===== src/rtl/operand_fetch_pkg.sv =====
`timescale 1ns/1ps
// operand_fetch_pkg
// Shared widths and the staged-instruction record for the operand fetch stage.
// OF_ADDRESS_WIDTH / OF_DATA_WIDTH are the default register address and data
// widths; staged_instruction_t is the record held in the output register.
package operand_fetch_pkg;

    localparam int OF_ADDRESS_WIDTH = 2;
    localparam int OF_DATA_WIDTH    = 8;

    typedef struct packed {
        logic [OF_DATA_WIDTH-1:0]    operand_1;
        logic [OF_DATA_WIDTH-1:0]    operand_2;
        logic [OF_ADDRESS_WIDTH-1:0] destination;
        logic                        write_back;
    } staged_instruction_t;

endpackage


===== src/rtl/operand_fetch_stage_scoreboard.sv =====
`timescale 1ns/1ps
// operand_scoreboard
// Per-register busy bits tracking outstanding writes.
// Ports:
//   clk, reset                  clock, synchronous active-high reset
//   set_valid/set_address       mark a register busy (issued writer)
//   clear_valid/clear_address   writeback retires a register
//   flush_clear_valid/_address  squashed writer releases its register
//   lookup_address_1..3         registers to examine this cycle
//   lookup_busy_1..3            effective busy: busy and not being written back now
module operand_scoreboard
    import operand_fetch_pkg::*;
#(
    parameter int ADDRESS_WIDTH = OF_ADDRESS_WIDTH
) (
    input  logic                     clk,
    input  logic                     reset,
    input  logic                     set_valid,
    input  logic [ADDRESS_WIDTH-1:0] set_address,
    input  logic                     clear_valid,
    input  logic [ADDRESS_WIDTH-1:0] clear_address,
    input  logic                     flush_clear_valid,
    input  logic [ADDRESS_WIDTH-1:0] flush_clear_address,
    input  logic [ADDRESS_WIDTH-1:0] lookup_address_1,
    input  logic [ADDRESS_WIDTH-1:0] lookup_address_2,
    input  logic [ADDRESS_WIDTH-1:0] lookup_address_3,
    output logic                     lookup_busy_1,
    output logic                     lookup_busy_2,
    output logic                     lookup_busy_3
);

    localparam int DEPTH = 1 << ADDRESS_WIDTH;

    logic [DEPTH-1:0] busy;
    logic [DEPTH-1:0] busy_next;

    // Set is applied last so a new writer wins over a same-cycle retire.
    always_comb begin
        busy_next = busy;
        if (clear_valid)
            busy_next[clear_address] = 1'b0;
        if (flush_clear_valid)
            busy_next[flush_clear_address] = 1'b0;
        if (set_valid)
            busy_next[set_address] = 1'b1;
    end

    always_ff @(posedge clk) begin
        if (reset)
            busy <= '0;
        else
            busy <= busy_next;
    end

    // A register being written back this cycle is bypassed, so it is not a hazard.
    assign lookup_busy_1 = busy[lookup_address_1] && !(clear_valid && clear_address == lookup_address_1);
    assign lookup_busy_2 = busy[lookup_address_2] && !(clear_valid && clear_address == lookup_address_2);
    assign lookup_busy_3 = busy[lookup_address_3] && !(clear_valid && clear_address == lookup_address_3);

endmodule


===== src/rtl/operand_fetch_stage.sv =====
`timescale 1ns/1ps
// operand_fetch_stage
// Reads register operands, checks RAW/WAW hazards against the busy scoreboard,
// bypasses same-cycle writeback data and holds one issued instruction for execute.
// Ports:
//   clk, reset                         clock, synchronous active-high reset
//   in_valid/in_ready + in_*           decoded instruction handshake and fields
//   address_1/2, read_data_1/2         register file read port (combinational)
//   writeback_valid/_address/_data     writeback stage register write
//   flush                              squash the staged instruction
//   out_valid/out_ready + out_*        staged instruction towards execute
module operand_fetch_stage
    import operand_fetch_pkg::*;
#(
    parameter int ADDRESS_WIDTH = OF_ADDRESS_WIDTH,
    parameter int DATA_WIDTH    = OF_DATA_WIDTH
) (
    input  logic                     clk,
    input  logic                     reset,
    input  logic                     in_valid,
    output logic                     in_ready,
    input  logic [ADDRESS_WIDTH-1:0] in_source_1,
    input  logic [ADDRESS_WIDTH-1:0] in_source_2,
    input  logic                     in_use_immediate,
    input  logic [DATA_WIDTH-1:0]    in_immediate,
    input  logic [ADDRESS_WIDTH-1:0] in_destination,
    input  logic                     in_write_back,
    output logic [ADDRESS_WIDTH-1:0] address_1,
    output logic [ADDRESS_WIDTH-1:0] address_2,
    input  logic [DATA_WIDTH-1:0]    read_data_1,
    input  logic [DATA_WIDTH-1:0]    read_data_2,
    input  logic                     writeback_valid,
    input  logic [ADDRESS_WIDTH-1:0] writeback_address,
    input  logic [DATA_WIDTH-1:0]    writeback_data,
    input  logic                     flush,
    output logic                     out_valid,
    input  logic                     out_ready,
    output logic [DATA_WIDTH-1:0]    out_operand_1,
    output logic [DATA_WIDTH-1:0]    out_operand_2,
    output logic [ADDRESS_WIDTH-1:0] out_destination,
    output logic                     out_write_back
);

    logic busy_source_1;
    logic busy_source_2;
    logic busy_destination;
    logic hazard;
    logic accept;
    logic hit_1;
    logic hit_2;
    logic [DATA_WIDTH-1:0] operand_1;
    logic [DATA_WIDTH-1:0] operand_2;

    assign address_1 = in_source_1;
    assign address_2 = in_source_2;

    // Only one outstanding writer per register, so a busy destination stalls (WAW).
    assign hazard = busy_source_1
                 || (!in_use_immediate && busy_source_2)
                 || (in_write_back && busy_destination);

    assign in_ready = !reset && !flush && !hazard && (!out_valid || out_ready);
    assign accept   = in_valid && in_ready;

    assign hit_1 = writeback_valid && (writeback_address == in_source_1);
    assign hit_2 = writeback_valid && (writeback_address == in_source_2);

    assign operand_1 = hit_1 ? writeback_data : read_data_1;
    assign operand_2 = in_use_immediate ? in_immediate
                     : (hit_2 ? writeback_data : read_data_2);

    operand_scoreboard #(
        .ADDRESS_WIDTH (ADDRESS_WIDTH)
    ) u_scoreboard (
        .clk                 (clk),
        .reset               (reset),
        .set_valid           (accept && in_write_back),
        .set_address         (in_destination),
        .clear_valid         (writeback_valid),
        .clear_address       (writeback_address),
        // Only a live staged writer owns its busy bit; a consumed one still awaits writeback.
        .flush_clear_valid   (flush && out_valid && out_write_back),
        .flush_clear_address (out_destination),
        .lookup_address_1    (in_source_1),
        .lookup_address_2    (in_source_2),
        .lookup_address_3    (in_destination),
        .lookup_busy_1       (busy_source_1),
        .lookup_busy_2       (busy_source_2),
        .lookup_busy_3       (busy_destination)
    );

    always_ff @(posedge clk) begin
        if (reset) begin
            out_valid       <= 1'b0;
            out_operand_1   <= '0;
            out_operand_2   <= '0;
            out_destination <= '0;
            out_write_back  <= 1'b0;
        end else if (flush) begin
            out_valid <= 1'b0;
        end else if (accept) begin
            out_valid       <= 1'b1;
            out_operand_1   <= operand_1;
            out_operand_2   <= operand_2;
            out_destination <= in_destination;
            out_write_back  <= in_write_back;
        end else if (out_ready) begin
            out_valid <= 1'b0;
        end
    end

endmodule


===== config.mk =====
export PLATFORM = sky130hd
export DESIGN_NAME = operand_fetch_stage
export DESIGN_NICKNAME = d
export VERILOG_FILES = /design/src/rtl/operand_fetch_pkg.sv /design/src/rtl/operand_fetch_stage_scoreboard.sv /design/src/rtl/operand_fetch_stage.sv
export SDC_FILE = /design/constraint.sdc
export NUM_CORES = 1
export LEC_CHECK = 0
export CAP_MARGIN = 20
export CORE_MARGIN = 1
export CORE_UTILIZATION = 35
export CTS_CLUSTER_SIZE = 14
export DETAILED_ROUTE_END_ITERATION = 16
export GPL_ROUTABILITY_DRIVEN = 0
export PLACE_DENSITY = 0.72
export SLEW_MARGIN = 40
export SYNTH_ARGS = -nofsm -noshare
export SYNTH_HDL_FRONTEND = slang
export SYNTH_SLANG_ARGS = --single-unit

===== constraint.sdc =====
create_clock -name clk -period 4.7 [get_ports clk]
set_input_delay 0.705 -clock clk [delete_from_list [all_inputs] [get_ports clk]]
set_output_delay 0.705 -clock clk [all_outputs]
set_load 0.03 [all_outputs]

* After elaboration in Yosys (flattened, before gate mapping)
Cells that the tools add are included.
** Operators by class
- Bitwise gates (word level) :: 6
- Reduce and logical (&&, ||, !) cells :: 32
- Order comparisons :: 8
- Equal/unequal tests :: 3
- Muxes and demuxes :: 20
** Operator list (count)
- 2-to-1 mux 8 bit :: 3
- logical AND 1 bit :: 18
- less-than comparator 2 x 3 -> 1 bit (second input constant) :: 5
- 2-to-1 mux 4 bit :: 3
- bitwise AND 4 bit :: 2
- logical NOT 1 bit :: 8
- 2-to-1 mux 1 bit :: 8
- inverter 4 bit :: 2
- binary-select mux 1 bit (select 2 bit) :: 3
- demux 1 bit (select 2 bit) :: 3
- == test 2 bit :: 3
- >= comparator 2 x 1 -> 1 bit (second input constant) :: 3
- bitwise OR 4 bit :: 1
- logical OR 1 bit :: 3
- AND reduction 2 bit :: 1
- nonzero test 2 bit :: 1
- OR reduction 2 bit :: 1
- inverter 1 bit :: 1
** Storage, ports and cells
- Output and inout bits :: 25
- Input bits :: 48
- Word-level logic and storage cells :: 75
- Register bits :: 24

* Longest topological paths before layout
- Word-level depth :: 13
- Depth in mapped cells :: 8

* By module
From an unflattened synthesis, not the netlist that was laid out.
** Second synthesis, totals
- Cell total of the unflattened synthesis :: 156
- Area total of the unflattened synthesis :: 1537.7 µm²
** Modules (own cells, without submodules)
- operand_fetch_stage :: area each 1151.1 µm², times used 1, cells an instance 120, sequential area each 400.4 µm²
- operand_scoreboard :: area each 386.6 µm², times used 1, cells an instance 36, sequential area each 80.1 µm²

* Worst setup path after synthesis
OpenSTA, ideal clock, no wires.
- Path type :: input to output
- Start :: input writeback_address[0]
- End :: output in_ready
- Cell stages on the path :: 6
- Slack :: 2.215 ns
- Required time :: 3.995 ns
- Arrival :: 1.780 ns
- Cell sequence :: buf_2 -> xor2_1 -> o311ai_1 -> nand4_2 -> inv_2 -> buf_4
** On the way
- Word-level cells in the longest chain between the ends :: 10
** RTL lines
- start, declared :: RTL line operand_fetch_stage.sv:33 : input logic [ADDRESS_WIDTH-1:0] writeback_address,
- == test 2 bit :: RTL line operand_fetch_stage_scoreboard.sv:57 : assign lookup_busy_2 = busy[lookup_address_2] && !(clear_valid && clear_address == lookup_address_2);
- logical AND 1 bit :: RTL line operand_fetch_stage_scoreboard.sv:57
- logical NOT 1 bit :: RTL line operand_fetch_stage_scoreboard.sv:57
- logical AND 1 bit :: RTL line operand_fetch_stage_scoreboard.sv:57
- logical AND 1 bit :: RTL line operand_fetch_stage.sv:59 : || (!in_use_immediate && busy_source_2)
- logical OR 1 bit :: RTL line operand_fetch_stage.sv:59
- logical OR 1 bit (*) :: RTL line operand_fetch_stage.sv:60 : || (in_write_back && busy_destination);
- logical NOT 1 bit (*) :: RTL line operand_fetch_stage.sv:62 : assign in_ready = !reset && !flush && !hazard && (!out_valid || out_ready);
- logical AND 1 bit (*) (2 in a row) :: RTL line operand_fetch_stage.sv:62
- end, declared :: RTL line operand_fetch_stage.sv:21 : output logic in_ready,
Mark *: on every way between the ends. The rest lies on a longest branch, timed or not.

* Worst setup path in the final report
- Start :: input in_destination[0]
- End :: output in_ready
** On the way
- Word-level cells in the longest chain between the ends :: 9
** RTL lines
- start, declared :: RTL line operand_fetch_stage.sv:26 : input logic [ADDRESS_WIDTH-1:0] in_destination,
- == test 2 bit :: RTL line operand_fetch_stage_scoreboard.sv:58 : assign lookup_busy_3 = busy[lookup_address_3] && !(clear_valid && clear_address == lookup_address_3);
- logical AND 1 bit :: RTL line operand_fetch_stage_scoreboard.sv:58
- logical NOT 1 bit :: RTL line operand_fetch_stage_scoreboard.sv:58
- logical AND 1 bit (*) :: RTL line operand_fetch_stage_scoreboard.sv:58
- logical AND 1 bit (*) :: RTL line operand_fetch_stage.sv:60
- logical OR 1 bit (*) :: RTL line operand_fetch_stage.sv:60
- logical NOT 1 bit (*) :: RTL line operand_fetch_stage.sv:62
- logical AND 1 bit (*) (2 in a row) :: RTL line operand_fetch_stage.sv:62
Mark *: on every way between the ends. The rest lies on a longest branch, timed or not. The select of a mux whose other input is x is not followed.

==> impl_results.html <==
<table>
<tr><th>Metric</th><th>Value</th></tr>
<tr><th colspan="2">Timing</th></tr>
<tr><td>Max Transition Viols Final</td><td>0</td></tr>
<tr><td>Worst setup slack after layout</td><td>891 ps</td></tr>
<tr><td>Worst-margin pin slew</td><td>between 600 and 700 ps</td></tr>
<tr><td>Worst slew margin relative to its limit</td><td>0.556</td></tr>
<tr><td>Final-report setup violation count</td><td>0</td></tr>
<tr><td>Maximum achievable frequency</td><td>263 MHz</td></tr>
<tr><td>Final Cycle Share</td><td>0.810</td></tr>
<tr><td>Post-Route Skew</td><td>approximately 3.9 ps</td></tr>
<tr><td>Setup repair after global routing missed its margin</td><td>false</td></tr>
<tr><td>Time the worst path needs with I/O delays and setup</td><td>about 3800 ps</td></tr>
<tr><td>Setup_tns</td><td>0 ps</td></tr>
<tr><td>Total count of hold-check failures in the final report</td><td>0</td></tr>
<tr><th colspan="2">Cells and area</th></tr>
<tr><td>Fraction of final layout cells with drive strength greater than 1</td><td>0.0829</td></tr>
<tr><td>Leading cell types in the layout, fill and taps excluded</td><td>sky130_fd_sc_hd__clkdlybuf4s50_1, sky130_fd_sc_hd__dfxtp_1, sky130_fd_sc_hd__mux2i_1</td></tr>
<tr><td>Final-layout fill cell count</td><td>between 300 and 400</td></tr>
<tr><td>Commonest non-fill, non-tap cell in the layout</td><td>sky130_fd_sc_hd__clkdlybuf4s50_1</td></tr>
<tr><td>Count of antenna diodes in the layout</td><td>0</td></tr>
<tr><td>Layout Area Growth over Synthesis</td><td>52.5%</td></tr>
<tr><td>Layout Utilization</td><td>0.554</td></tr>
<tr><td>Net total in the final layout</td><td>266</td></tr>
<tr><td>Final design area excluding fillers</td><td>2220 um^2</td></tr>
<tr><th colspan="2">Pwr</th></tr>
<tr><td>Total Power</td><td>0.511 mW</td></tr>
<tr><td>Static power due to leakage</td><td>between 0.9 and 1 nW</td></tr>
<tr><td>Total power density per cell area</td><td>about 230 nW/um^2</td></tr>
<tr><td>Worst VDD drop</td><td>0.0000964 V</td></tr>
<tr><th colspan="2">Flow run</th></tr>
<tr><td>Max-cap viol count</td><td>0</td></tr>
<tr><th colspan="2">Critical path</th></tr>
<tr><td>Worst r2r path cells</td><td>6</td></tr>
<tr><td>Worst Setup End Kind</td><td>primary output</td></tr>
<tr><td>Max FO, Critical Path</td><td>14</td></tr>
<tr><td>CP Class</td><td>input pin to primary output</td></tr>
<tr><td>Kind of start point of the critical path</td><td>input pin</td></tr>
<tr><td>Endpoint required time on the critical path</td><td>3990 ps</td></tr>
<tr><td>Endpoint arrival time on the critical path</td><td>just over 3000 ps</td></tr>
<tr><td>R2r setup slk</td><td>between 2000 and 3000 ps</td></tr>
<tr><th colspan="2">Global route</th></tr>
<tr><td>Total GRT Usage</td><td>0.190</td></tr>
<tr><td>Global route total overflow</td><td>0</td></tr>
<tr><td>Maximum number of pins on one net before global-route repair</td><td>21</td></tr>
<tr><td>Antenna violations before repair</td><td>0</td></tr>
<tr><td>Global-route wire length before repair</td><td>between 6 and 7 mm</td></tr>
<tr><td>Via count of the first global-routing pass</td><td>~1400</td></tr>
<tr><th colspan="2">Routing</th></tr>
<tr><td>Via/cell ratio</td><td>between 5 and 6</td></tr>
<tr><td>Antenna violation net count after detailed routing</td><td>0</td></tr>
<tr><td>Total detailed-routing wirelength</td><td>between 3 and 4 mm</td></tr>
<tr><td>Initial DRC count</td><td>90</td></tr>
<tr><td>DRC violations left</td><td>0</td></tr>
<tr><td>Post-detailed-route wirelength per cell</td><td>14.8 um</td></tr>
<tr><td>Length of the first detailed-routing pass in iterations</td><td>4</td></tr>
<tr><td>Number of vias after detailed routing</td><td>around 1400</td></tr>
<tr><th colspan="2">Clock tree</th></tr>
<tr><td>Quantity of gates resized following cts</td><td>0</td></tr>
<tr><td>H-tree depth</td><td>1</td></tr>
<tr><td>Worst skew pair latency</td><td>between 200 and 300 ps</td></tr>
<tr><td>Buffer depth of the longest clock path</td><td>2</td></tr>
<tr><td>Clock transition at the registers of the reported paths</td><td>80 ps</td></tr>
<tr><td>Sinks on the clock net</td><td>24</td></tr>
<tr><td>Root cell of the clock tree</td><td>sky130_fd_sc_hd__clkbuf_8</td></tr>
<tr><td>Cts hold-fix bufs</td><td>0</td></tr>
<tr><td>Number of buffers created by CTS</td><td>3</td></tr>
<tr><td>CTS tree</td><td>built</td></tr>
<tr><td>Post-CTS setup buffers</td><td>0</td></tr>
<tr><th colspan="2">Synthesis</th></tr>
<tr><td>Synth unique cells</td><td>36</td></tr>
<tr><td>Syn Std Cell Area</td><td>1450 um^2</td></tr>
<tr><td>Net Count, Synth</td><td>202</td></tr>
<tr><td>Average cell area after synthesis</td><td>around 9.4 um^2</td></tr>
<tr><td>Yosys reg bits</td><td>24</td></tr>
<tr><td>Number of warning messages in the yosys log</td><td>0</td></tr>
<tr><td>Synth Instances</td><td>roughly 150</td></tr>
<tr><td>Sequential-to-total area share from yosys stat</td><td>0.330</td></tr>
<tr><th colspan="2">Floorplan</th></tr>
<tr><td>Rows</td><td>23</td></tr>
<tr><td>Effective utilization at floorplan</td><td>0.363</td></tr>
<tr><td>Die ar.</td><td>around 4400 um^2</td></tr>
<tr><td>I/O pin count</td><td>73</td></tr>
<tr><td>Area of the core</td><td>about 4000 um^2</td></tr>
<tr><td>Die width</td><td>66.5 um</td></tr>
<tr><td>Chip Height</td><td>66.5 um</td></tr>
<tr><th colspan="2">Hold path</th></tr>
<tr><td>Min-Delay Path Class</td><td>flip-flop to flip-flop</td></tr>
<tr><td>Worst hold stages</td><td>2</td></tr>
<tr><th colspan="2">Placed design</th></tr>
<tr><td>Setup slack after placement</td><td>just under 900 ps</td></tr>
<tr><td>Port Buffers</td><td>between 70 and 80</td></tr>
<tr><td>Placed cell area</td><td>between 2000 and 2500 um^2</td></tr>
<tr><th colspan="2">Status</th></tr>
<tr><td>Outcome</td><td>finished clean</td></tr>
</table>
[report_power, final]
group	internal [mW]	total, mW	leakage, nW	switching [mW]
combinational	0.0799	0.152	0.691	0.0724
sequential	0.213	0.219	0.196	0.00561
clock	0.0747	0.140	0.0288	0.0651
total	0.368	0.511	0.916	0.143
[sequential cells by signal, indices dropped and copies added (netlist names)]
name	count
out_operand_1	8
out_operand_2	8
u_scoreboard.busy	4
out_destination	2
out_valid	1
out_write_back	1
[layout make-up]
type | instances | area (um^2) | share of cell area
inverters | 8 | 30.0 | 0.0135
multi-input cells | 108 | 861 | 0.388
well taps | 50 | 62.6 | 0.0282
repair buffers | 73 | 728 | 0.328
flip-flops and latches | 24 | 480 | 0.217
clock buffers | 4 | 55.1 | 0.0248
[per-layer routing]
metal	part of all wire	routed length (um)	global-route usage
met1	0.44	1740	0.236
met2	0.48	1900	0.332
met3	0.078	310	0.0497
met4	0.0028	11	0.0346
met5	0	0	0
[worst max-delay path, cell delays in order]
cell	delay, ps
sky130_fd_sc_hd__clkdlybuf4s50_1	630
sky130_fd_sc_hd__mux4_2	540
sky130_fd_sc_hd__o311ai_1	110
sky130_fd_sc_hd__nand4_2	160
sky130_fd_sc_hd__inv_2	230
sky130_fd_sc_hd__clkdlybuf4s50_1	710
[worst paths after layout]
kind	start	endpoint
setup reg to reg	u_scoreboard.busy[3]	out_operand_2[1]
setup / recovery	in_destination[0]	in_ready
hold reg to reg	out_operand_2[7]	out_operand_2[7]
hold / removal	out_operand_2[7]	out_operand_2[7]
[metrics by stage]
stage | std cells | hold WS [ps]
finish | 267 | 464
global route | 267 | 493
CTS | 267 | 467
detailed placement | 263 | 455
global placement | 263 | 454
floorplan | 154 | 457
[cell families (layout without fill, tap and decap cells)]
kind of cell,after synthesis,count (layout),synth area share
buffers and inverters,22,85,0.0775
AOI/OAI and AO/OA,39,39,0.187
muxes,28,28,0.238
xor gates and xnor gates,6,6,0.0361
and+or+nand+nor,35,35,0.131
DFF,24,24,0.330
[Yosys cell counts (all sizes together)]
cell,instances,area [um^2]
mux2i,17,170
o31ai,2,15.0
mux4,3,67.6
nor3,1,5.00
inv,8,30.0
nand4,3,25.0
xor2,6,52.6
nand3,5,25.0
o41ai,2,32.5
nor2b,7,43.8
mux2,8,109
a21oi,9,45.0
nor2,3,11.3
or3,2,12.5
o2111ai,2,17.5
clkbuf,5,18.8
nand2,10,40.0
a21boi,1,7.51
o311ai,3,26.3
buf,9,63.8
and2,1,6.26
nand3b,2,15.0
a32o,1,10.0
a21o,1,7.51
dfxtp,24,480
o21ai,10,50.1
nand2b,1,6.26
a211oi,8,60.1
Note: power is estimated with default switching activity, not from simulation.
